==> src/rtl/pgr_apb_slave_pkg.sv <==
// Shared definitions for the APB test register bank: register offsets, FSM states,
// default ID value and the saturating counter helper.
package pgr_apb_slave_pkg;

    localparam logic [4:0] ADDR_ID      = 5'h00;
    localparam logic [4:0] ADDR_SCRATCH = 5'h04;
    localparam logic [4:0] ADDR_CTRL    = 5'h08;
    localparam logic [4:0] ADDR_STATUS  = 5'h0C;
    localparam logic [4:0] ADDR_WR_CNT  = 5'h10;
    localparam logic [4:0] ADDR_RD_CNT  = 5'h14;
    localparam logic [4:0] ADDR_ERR     = 5'h18;

    localparam logic [31:0] ID_VALUE_DEFAULT = 32'h5047_0001;

    typedef enum logic [2:0] {
        IDLE,
        SETUP,
        ACCESS,
        RESP,
        DONE
    } state_e;

    function automatic logic [15:0] sat_inc(input logic [15:0] v);
        return (v == 16'hFFFF) ? v : v + 16'd1;
    endfunction

endpackage

==> src/rtl/pgr_apb_slave_regs_32bit_strb.sv <==
// DW-wide register with per-byte write strobes; resets to zero.
module pgr_apb_strb_reg
    import pgr_apb_slave_pkg::*;
#(
    parameter int DW = 32,
    parameter int SW = DW / 8
) (
    input  logic          clk,
    input  logic          rst_n,
    input  logic          we,
    input  logic [SW-1:0] strb,
    input  logic [DW-1:0] wdata,
    output logic [DW-1:0] q
);

    logic [DW-1:0] q_q, q_d;

    always_comb begin
        q_d = q_q;
        if (we) begin
            for (int unsigned k = 0; k < SW; k++) begin
                if (strb[k]) q_d[8*k +: 8] = wdata[8*k +: 8];
            end
        end
    end

    always_ff @(posedge clk or negedge rst_n) begin
        if (!rst_n) q_q <= '0;
        else        q_q <= q_d;
    end

    assign q = q_q;

endmodule

==> src/rtl/pgr_apb_slave_regs_32bit.sv <==
// APB responder for the bridge test bank: programmable wait states, one-cycle p_rdy,
// byte-strobed SCRATCH/CTRL and saturating write/read/error counters.
module pgr_apb_slave_regs_32bit
    import pgr_apb_slave_pkg::*;
#(
    parameter int          AW       = 16,
    parameter int          DW       = 32,
    parameter int          SW       = 4,
    parameter int          WAIT_CYC = 2,
    parameter logic [31:0] ID_VALUE = ID_VALUE_DEFAULT
) (
    input  logic          clk,
    input  logic          rst_n,
    input  logic          p_sel,
    input  logic          p_ce,
    input  logic          p_we,
    input  logic [SW-1:0] p_strb,
    input  logic [AW-1:0] p_addr,
    input  logic [DW-1:0] p_wdata,
    output logic          p_rdy,
    output logic [DW-1:0] p_rdata,
    input  logic [31:0]   status_in,
    output logic [31:0]   ctrl_out
);

    state_e        state_q, state_d;
    logic [7:0]    wait_q, wait_d;
    logic          p_rdy_q, p_rdy_d;
    logic [DW-1:0] p_rdata_q, p_rdata_d;
    logic [15:0]   wr_cnt_q, wr_cnt_d, rd_cnt_q, rd_cnt_d, err_cnt_q, err_cnt_d;
    logic [DW-1:0] scratch_q, ctrl_q, rd_mux;
    logic [4:0]    offs;
    logic          in_range, mapped, writable, start, commit;
    logic          scratch_we, ctrl_we;

    // Masking keeps p_addr[1:0] in the expression while ignoring its value.
    assign offs     = p_addr[4:0] & 5'h1C;
    assign in_range = (p_addr[AW-1:5] == '0);

    always_comb begin
        rd_mux   = '0;
        mapped   = 1'b0;
        writable = 1'b0;
        if (in_range) begin
            mapped = 1'b1;
            case (offs)
                ADDR_ID:      rd_mux = DW'(ID_VALUE);
                ADDR_SCRATCH: begin rd_mux = scratch_q; writable = 1'b1; end
                ADDR_CTRL:    begin rd_mux = ctrl_q;    writable = 1'b1; end
                ADDR_STATUS:  rd_mux = DW'(status_in);
                ADDR_WR_CNT:  rd_mux = DW'(wr_cnt_q);
                ADDR_RD_CNT:  rd_mux = DW'(rd_cnt_q);
                ADDR_ERR:     rd_mux = DW'(err_cnt_q);
                default:      mapped = 1'b0;
            endcase
        end
    end

    // The wait counter counts ACCESS cycles, so commit fires on the edge that
    // makes p_rdy visible exactly WAIT_CYC+1 cycles after p_ce was sampled high.
    always_comb begin
        state_d   = state_q;
        wait_d    = wait_q;
        p_rdy_d   = 1'b0;
        p_rdata_d = p_rdata_q;
        wr_cnt_d  = wr_cnt_q;
        rd_cnt_d  = rd_cnt_q;
        err_cnt_d = err_cnt_q;
        start     = 1'b0;
        commit    = 1'b0;
        case (state_q)
            IDLE: begin
                if (p_sel) begin
                    if (p_ce) start = 1'b1;
                    else      state_d = SETUP;
                end
            end
            SETUP: begin
                if (!p_sel)    state_d = IDLE;
                else if (p_ce) start = 1'b1;
            end
            ACCESS: begin
                if (!p_ce)                           state_d = IDLE;
                else if (int'(wait_q) + 1 == WAIT_CYC) commit = 1'b1;
                else                                 wait_d = wait_q + 8'd1;
            end
            RESP:    state_d = DONE;
            DONE:    if (!p_ce) state_d = IDLE;
            default: state_d = IDLE;
        endcase
        if (start) begin
            wait_d = '0;
            if (WAIT_CYC == 0) commit = 1'b1;
            else               state_d = ACCESS;
        end
        if (commit) begin
            state_d = RESP;
            p_rdy_d = 1'b1;
            if (p_we) begin
                p_rdata_d = '0;
                wr_cnt_d  = sat_inc(wr_cnt_q);
                if (!writable) err_cnt_d = sat_inc(err_cnt_q);
            end else begin
                p_rdata_d = rd_mux;
                rd_cnt_d  = sat_inc(rd_cnt_q);
                if (!mapped) err_cnt_d = sat_inc(err_cnt_q);
            end
        end
    end

    always_ff @(posedge clk or negedge rst_n) begin
        if (!rst_n) begin
            state_q   <= IDLE;
            wait_q    <= '0;
            p_rdy_q   <= 1'b0;
            p_rdata_q <= '0;
            wr_cnt_q  <= '0;
            rd_cnt_q  <= '0;
            err_cnt_q <= '0;
        end else begin
            state_q   <= state_d;
            wait_q    <= wait_d;
            p_rdy_q   <= p_rdy_d;
            p_rdata_q <= p_rdata_d;
            wr_cnt_q  <= wr_cnt_d;
            rd_cnt_q  <= rd_cnt_d;
            err_cnt_q <= err_cnt_d;
        end
    end

    assign scratch_we = commit && p_we && in_range && (offs == ADDR_SCRATCH);
    assign ctrl_we    = commit && p_we && in_range && (offs == ADDR_CTRL);

    pgr_apb_strb_reg #(.DW(DW), .SW(SW)) u_scratch (
        .clk   (clk),
        .rst_n (rst_n),
        .we    (scratch_we),
        .strb  (p_strb),
        .wdata (p_wdata),
        .q     (scratch_q)
    );

    pgr_apb_strb_reg #(.DW(DW), .SW(SW)) u_ctrl (
        .clk   (clk),
        .rst_n (rst_n),
        .we    (ctrl_we),
        .strb  (p_strb),
        .wdata (p_wdata),
        .q     (ctrl_q)
    );

    assign p_rdy    = p_rdy_q;
    assign p_rdata  = p_rdata_q;
    assign ctrl_out = ctrl_q[31:0];

endmodule

==> config.mk <==
export PLATFORM = sky130hd
export DESIGN_NAME = pgr_apb_slave_regs_32bit
export DESIGN_NICKNAME = d
export VERILOG_FILES = /design/src/rtl/pgr_apb_slave_pkg.sv /design/src/rtl/pgr_apb_slave_regs_32bit_strb.sv /design/src/rtl/pgr_apb_slave_regs_32bit.sv
export SDC_FILE = /design/constraint.sdc
export NUM_CORES = 1
export LEC_CHECK = 0
export BUFFER_PORTS_ARGS = -buffer_cell sky130_fd_sc_hd__buf_2
export CAP_MARGIN = 20
export CORE_MARGIN = 4
export CORE_UTILIZATION = 55
export CTS_CLUSTER_SIZE = 25
export DETAILED_ROUTE_END_ITERATION = 7
export PLACE_DENSITY = 0.82
export SLEW_MARGIN = 20
export SYNTH_ARGS = -nofsm -noshare
export SYNTH_HDL_FRONTEND = slang
export SYNTH_SLANG_ARGS = --single-unit
==> constraint.sdc <==
create_clock -name clk -period 2.9 [get_ports clk]
set_input_delay 0.58 -clock clk [delete_from_list [all_inputs] [get_ports clk]]
set_output_delay 0.58 -clock clk [all_outputs]
set_load 0.02 [all_outputs]
== Yosys cells after proc, flatten, opt, wreduce, memory -nomap -nowiden ==
Cells that the tools add are included.
Operators by class
  muxes and demuxes: 29
  equality and inequality tests: 21
  $add $sub $neg: 5
  reduce and logical (&&, ||, !) cells: 26
  bitwise gates (word level): 3
Operator list (count)
  $pmux W32 S7: 1
  $mux W16: 4
  $mux W32: 2
  $add A16 B1 Y16 const B: 3
  $eq A16 B16 Y1 const B: 3
  $mux W8: 4
  $mux W3: 6
  $reduce_and A2 Y1: 8
  $eq A3 B2 Y1 const B: 4
  $eq A3 B3 Y1 const B: 4
  $ne A4 B4 Y1 const B: 3
  $pmux W3 S4: 1
  $reduce_and A3 Y1: 4
  $logic_not A11 Y1: 1
  $mux W1: 11
  $add A8 B1 Y9 const B: 1
  $eq A9 B2 Y1 const B: 1
  $add A8 B1 Y8 const B: 1
  $reduce_or A7 Y1: 1
  $eq A3 B1 Y1 const B: 2
  $ne A2 B2 Y1 const B: 3
  $reduce_or A2 Y1: 3
  $logic_not A5 Y1: 1
  $logic_and A1 B1 Y1: 4
  other kinds (5): 8
Word-level totals
  output and inout port bits: 65
  bits of input ports: 89
  register bits after elaboration: 156

== Longest topological paths before layout ==
  depth in word-level cells: 9
  gate-level depth with buffers: 8

== By module ==
From an unflattened synthesis, not the netlist that was laid out.
Second synthesis, totals
  cells, all modules: 681
  area total of the unflattened synthesis: 7858.8 um2
Modules (own cells, without submodules)
  pgr_apb_slave_regs_32bit: area an instance 5486.5 um2, sequential area each 2302.2 um2, times used 1, cells each 545
  pgr_apb_strb_reg: area an instance 1186.1 um2, sequential area each 800.8 um2, times used 2, cells each 68

== Least setup slack after synthesis ==
Ideal clock, no wire load.
  kind: register to register
  start: register wait_q[0]
  end: register u_scratch.q_q[10], in the netlist u_scratch.q[10]
  setup time: 0.125 ns
  data required time: 2.775 ns
  stages on the path, launching flop included: 7
  data arrival time: 2.256 ns
  path buffers: 0
  setup slack: 0.519 ns
  path through: dfrtp_1 -> ha_1 -> or2_2 -> o21ai_1 -> nand4_4 -> nor3_4 -> mux2_2
Between the ends
  word-level cells in the longest chain between the ends: 9
Ends and longest elaborated chain
  start: declaration: line pgr_apb_slave_regs_32bit.sv:27  | logic [7:0] wait_q, wait_d;
  start signal: assignment: line pgr_apb_slave_regs_32bit.sv:122  | wait_q <= wait_d;
  $add A8 B1 Y9: line pgr_apb_slave_regs_32bit.sv:84  | else if (int'(wait_q) + 1 == WAIT_CYC) commit = 1'b1;
  $eq A9 B2 Y1: line pgr_apb_slave_regs_32bit.sv:84
  $mux W1: line pgr_apb_slave_regs_32bit.sv:84
  $mux W1: line pgr_apb_slave_regs_32bit.sv:83  | if (!p_ce) state_d = IDLE;
  $mux W1: line pgr_apb_slave_regs_32bit.sv:71  | case (state_q)
  $logic_and A1 B1 Y1 (3 in a row): line pgr_apb_slave_regs_32bit.sv:131  | assign scratch_we = commit && p_we && in_range && (offs == ADDR_SCRATCH);
  $reduce_and A2 Y1 (no line)
  end signal: assignment: line pgr_apb_slave_regs_32bit_strb.sv:29  | else q_q <= q_d;
  end: declaration: line pgr_apb_slave_regs_32bit_strb.sv:16  | logic [DW-1:0] q_q, q_d;
Every way passes these cells.
A chain may end at the register's enable or synchronous reset.

== Final worst setup path ==
  start: register wait_q[0]
  end: register u_scratch.q_q[20], in the netlist u_scratch.q[20]
Same word-level chain as after synthesis.

==> summary.md <==
| Metric | Value |
|---|---|
| Outcome | `finished clean` |
| Vias in the first global route | `6637` |
| Share of the synthesized area in the top cell type | `0.502` |
| Top cells by area, synth | `dfrtp_1 50%, mux2_2 12%, xnor2_1 3.0%` |
| Capturing point of the worst reg2reg path | `u_scratch.q[20]` |
| Die Area | `0.0161 sq mm` |
| Grt total ovfl | `0` |
| Hold buffers post-CTS | `0` |
| Pins Over Slew Limit | `0` |
| Nets | `940` |
| EDFF count, synth | `0` |
| Port bufs | `151` |
| Ports | `154` |
| Ant. Diodes | `0` |
| Fin worst setup slack | `0.182 ns` |
| Setup violations, final | `0` |
| Worst Reg-to-Reg Cells | `7` |
| Max Clk Rate | `368 MHz` |
| Detailed Place HPWL | `15600 um` |
| Layout area overhead | `22.6%` |
| PD cells | `565 mW/mm^2` |
| Setup crit end kind | `flip-flop` |
| Number of core rows | `43` |
| Startpoint types | `flip-flop` |
| Synth cell types | `55` |
| Per-cell routed wire length | `21.4 um` |
| Min Tclk post-route | `2.72 ns` |
| Clk_skew | `0.00644 ns` |
| Postcts setup bufs | `0` |
| FF+latch count, synth | `156` |
| Global-route wire length before repair | `35100 um` |
| TritonCTS Sinks | `156` |
| Register area share after synthesis | `0.502` |
| Die W | `127 um` |
| Worst EP required | `3.21 ns` |
| Least-Margin Pin Slew | `0.976 ns` |
| Register-to-register setup slack | `0.18 ns` |
| GRT Resource Usage Total | `0.280` |
| RSZ-0062 raised after global routing | `no` |
| Total power | `5.38 mW` |
| Syn nets | `776` |
| CTS tree | `done` |
| Fin Setup TNS | `0 ns` |
| Num CTS Buffers | `17` |
| Die Y | `127 um` |
| FF-to-FF Start | `wait_q[0]` |
| Post-DRT Antenna Nets | `0` |
| Hold_ws | `0.145 ns` |
| Mapped Area | `0.00777 sq mm` |
| CP max FO | `8` |
| Period Utilization, post-route | `0.937` |
| Max clock buf depth | `2` |
| Initial antenna violation count | `0` |
| Hold Path Class | `primary input to async pin` |
| Vias | `6578` |
| Clk Latency, worst-skew pair | `0.43 ns` |
| Final Hold Viols | `0` |
| Rel. slew slack | `0.345` |
| Syn Area/Cell | `11.4 sq um` |
| Vias per cell | `6.33` |
| Layout cell share with drive strength beyond 1 | `0.359` |
| Initial core utilization | `0.560` |
| Global placement routability congestion | `0.922` |
| Largest net degree at the start of global routing | `72` |
| Post-CTS sizing | `0` |
| Syn Inst Count | `682` |
| Root Driver | `clkbuf_16` |
| # DRC | `0` |
| H-tree levels | `4` |
| Final wirelength | `22200 um` |
| Max_cap viols | `0` |
| Maximum VDD drop | `393 uV` |
| Synth warn | `0` |
| Fraction of registers with async set/reset | `1.00` |
| First-pass DRT Iterations | `5` |
| Leakage power | `4.80 nW` |
| Critical path type | `flip-flop to flip-flop` |
| Ys flop type | `dfrtp_1` |
| Dominant cell type by area after synthesis | `dfrtp_1` |
| Pre-CTS WS | `0.238 ns` |
| Core region area | `0.0139 sq mm` |
| DR iter-0 viols | `670` |
| Critical Path AT | `3.03 ns` |
| Worst-path clk slew | `0.06 ns` |
| Fillers | `1035` |
[routing by layer]
metal | part of all wire | routed length, um | vias to the layer above | global-route usage
met5 | 0 | 0 | - | 0
met4 | 0.039 | 873 | 0 | 0.114
met3 | 0.084 | 1870 | 72 | 0.0648
met2 | 0.48 | 10700 | 353 | 0.451
li1 | - | - | 2877 | -
met1 | 0.40 | 8770 | 3276 | 0.369
[cells by family (layout without fill, tap and decap cells)]
kind of cell / Yosys count / after routing / share of synthesized area
and+or+nand+nor: 211 / 211 / 0.159
adders and majority gates: 5 / 5 / 0.00805
buffers and inverters: 41 / 218 / 0.0203
AOI/OAI and AO/OA: 124 / 124 / 0.117
DFF: 156 / 156 / 0.502
muxes: 102 / 102 / 0.145
xor gates and xnor gates: 43 / 43 / 0.0485
[synth_stat cells, types with 5 or more instances]
cell and instances:
inv_1 7, and3_1 16, nor4_1 9, xnor2_1 27, nand3_1 22, nor3_1 12
nand4_1 20, nand2_1 59, o21ai_1 12, o21ai_0 20, ha_1 5, and4_1 7
dfrtp_1 156, buf_1 5, nor2_1 20, clkbuf_1 26, o31ai_1 6, and2_1 6
a22o_1 21, a21oi_1 8, xor2_1 16, nor3_4 9, o22ai_1 8, mux2_2 85
a22oi_1 11, nor2b_1 9, a221oi_1 18, mux2i_1 17
[worst max-delay path, cell delays in order, from the launching register on]
cell     delay (ns)
dfrtp_1        0.43
ha_1           0.28
or2_2          0.31
o21ai_1        0.27
nand4_4        0.20
buf_4          0.25
nor3_4         0.45
mux2_2         0.40
[power breakdown]
| group | total [mW] | internal (mW) | switching, mW |
|---|---|---|---|
| Combinational | 0.518 | 0.204 | 0.314 |
| Sequential | 2.32 | 2.24 | 0.0831 |
| Clock | 2.54 | 1.66 | 0.883 |
[final cells by class]
| cell class | count | area (sq um) | share of cell area |
|---|---|---|---|
| Sequential cell | 156 | 3900 | 0.410 |
| Timing Repair Buffer | 179 | 985 | 0.103 |
| Inverter | 7 | 26.3 | 0.00276 |
| Clock buffer | 21 | 460 | 0.0483 |
| Tap cell | 180 | 225 | 0.0236 |
| Clock inverter | 11 | 214 | 0.0225 |
| Multi-Input combinational cell | 485 | 3710 | 0.390 |
[state kept, by name, summed over array words and instances, names as in the netlist]
register	flops
u_ctrl.q	32
wr_cnt_q	16
state_q	3
rd_cnt_q	16
u_scratch.q	32
p_rdata	32
err_cnt_q	16
wait_q	8
p_rdy	1
[stage by stage]
step                 util  instance area (sq um)  std cells
floorplan               -                   7770        682
global placement    0.638                   8850       1007
detailed placement  0.638                   8850       1007
CTS                 0.686                   9530       1039
global route        0.686                   9530       1039
finish              0.686                   9530       1039
[worst max path at each step]
stage	from	endpoint
final	wait_q[0]	u_scratch.q[20]
after floorplan	wait_q[0]	u_scratch.q[10]
after CTS	wait_q[0]	u_scratch.q[20]
after global placement	p_addr[6]	u_scratch.q[18]
after detailed placement	wait_q[0]	u_scratch.q[2]
after global routing	wait_q[0]	u_scratch.q[20]
[placed cells by master (no fill, tap or decap), types with 3 or more instances in the layout]
cell type and count:
a211o_1 3, a21oi_1 8, a221oi_1 18, a22o_1 21, a22oi_1 11, and2_1 6, and3_1 16, and4_1 7
buf_2 150, buf_4 27, bufinv_16 6, clkbuf_16 17, dfrtp_1 156, ha_1 5, inv_1 7, mux2_2 85
mux2i_1 17, nand2_1 59, nand2b_1 4, nand3_1 21, nand4_1 20, nand4b_1 4, nor2_1 20, nor2b_1 9
nor3_1 12, nor3_4 9, nor4_1 9, o21ai_0 20, o21ai_1 12, o22ai_1 8, o31ai_1 6, or3_1 4
xnor2_1 27, xor2_1 16
Power figures use the tool's default switching activity.
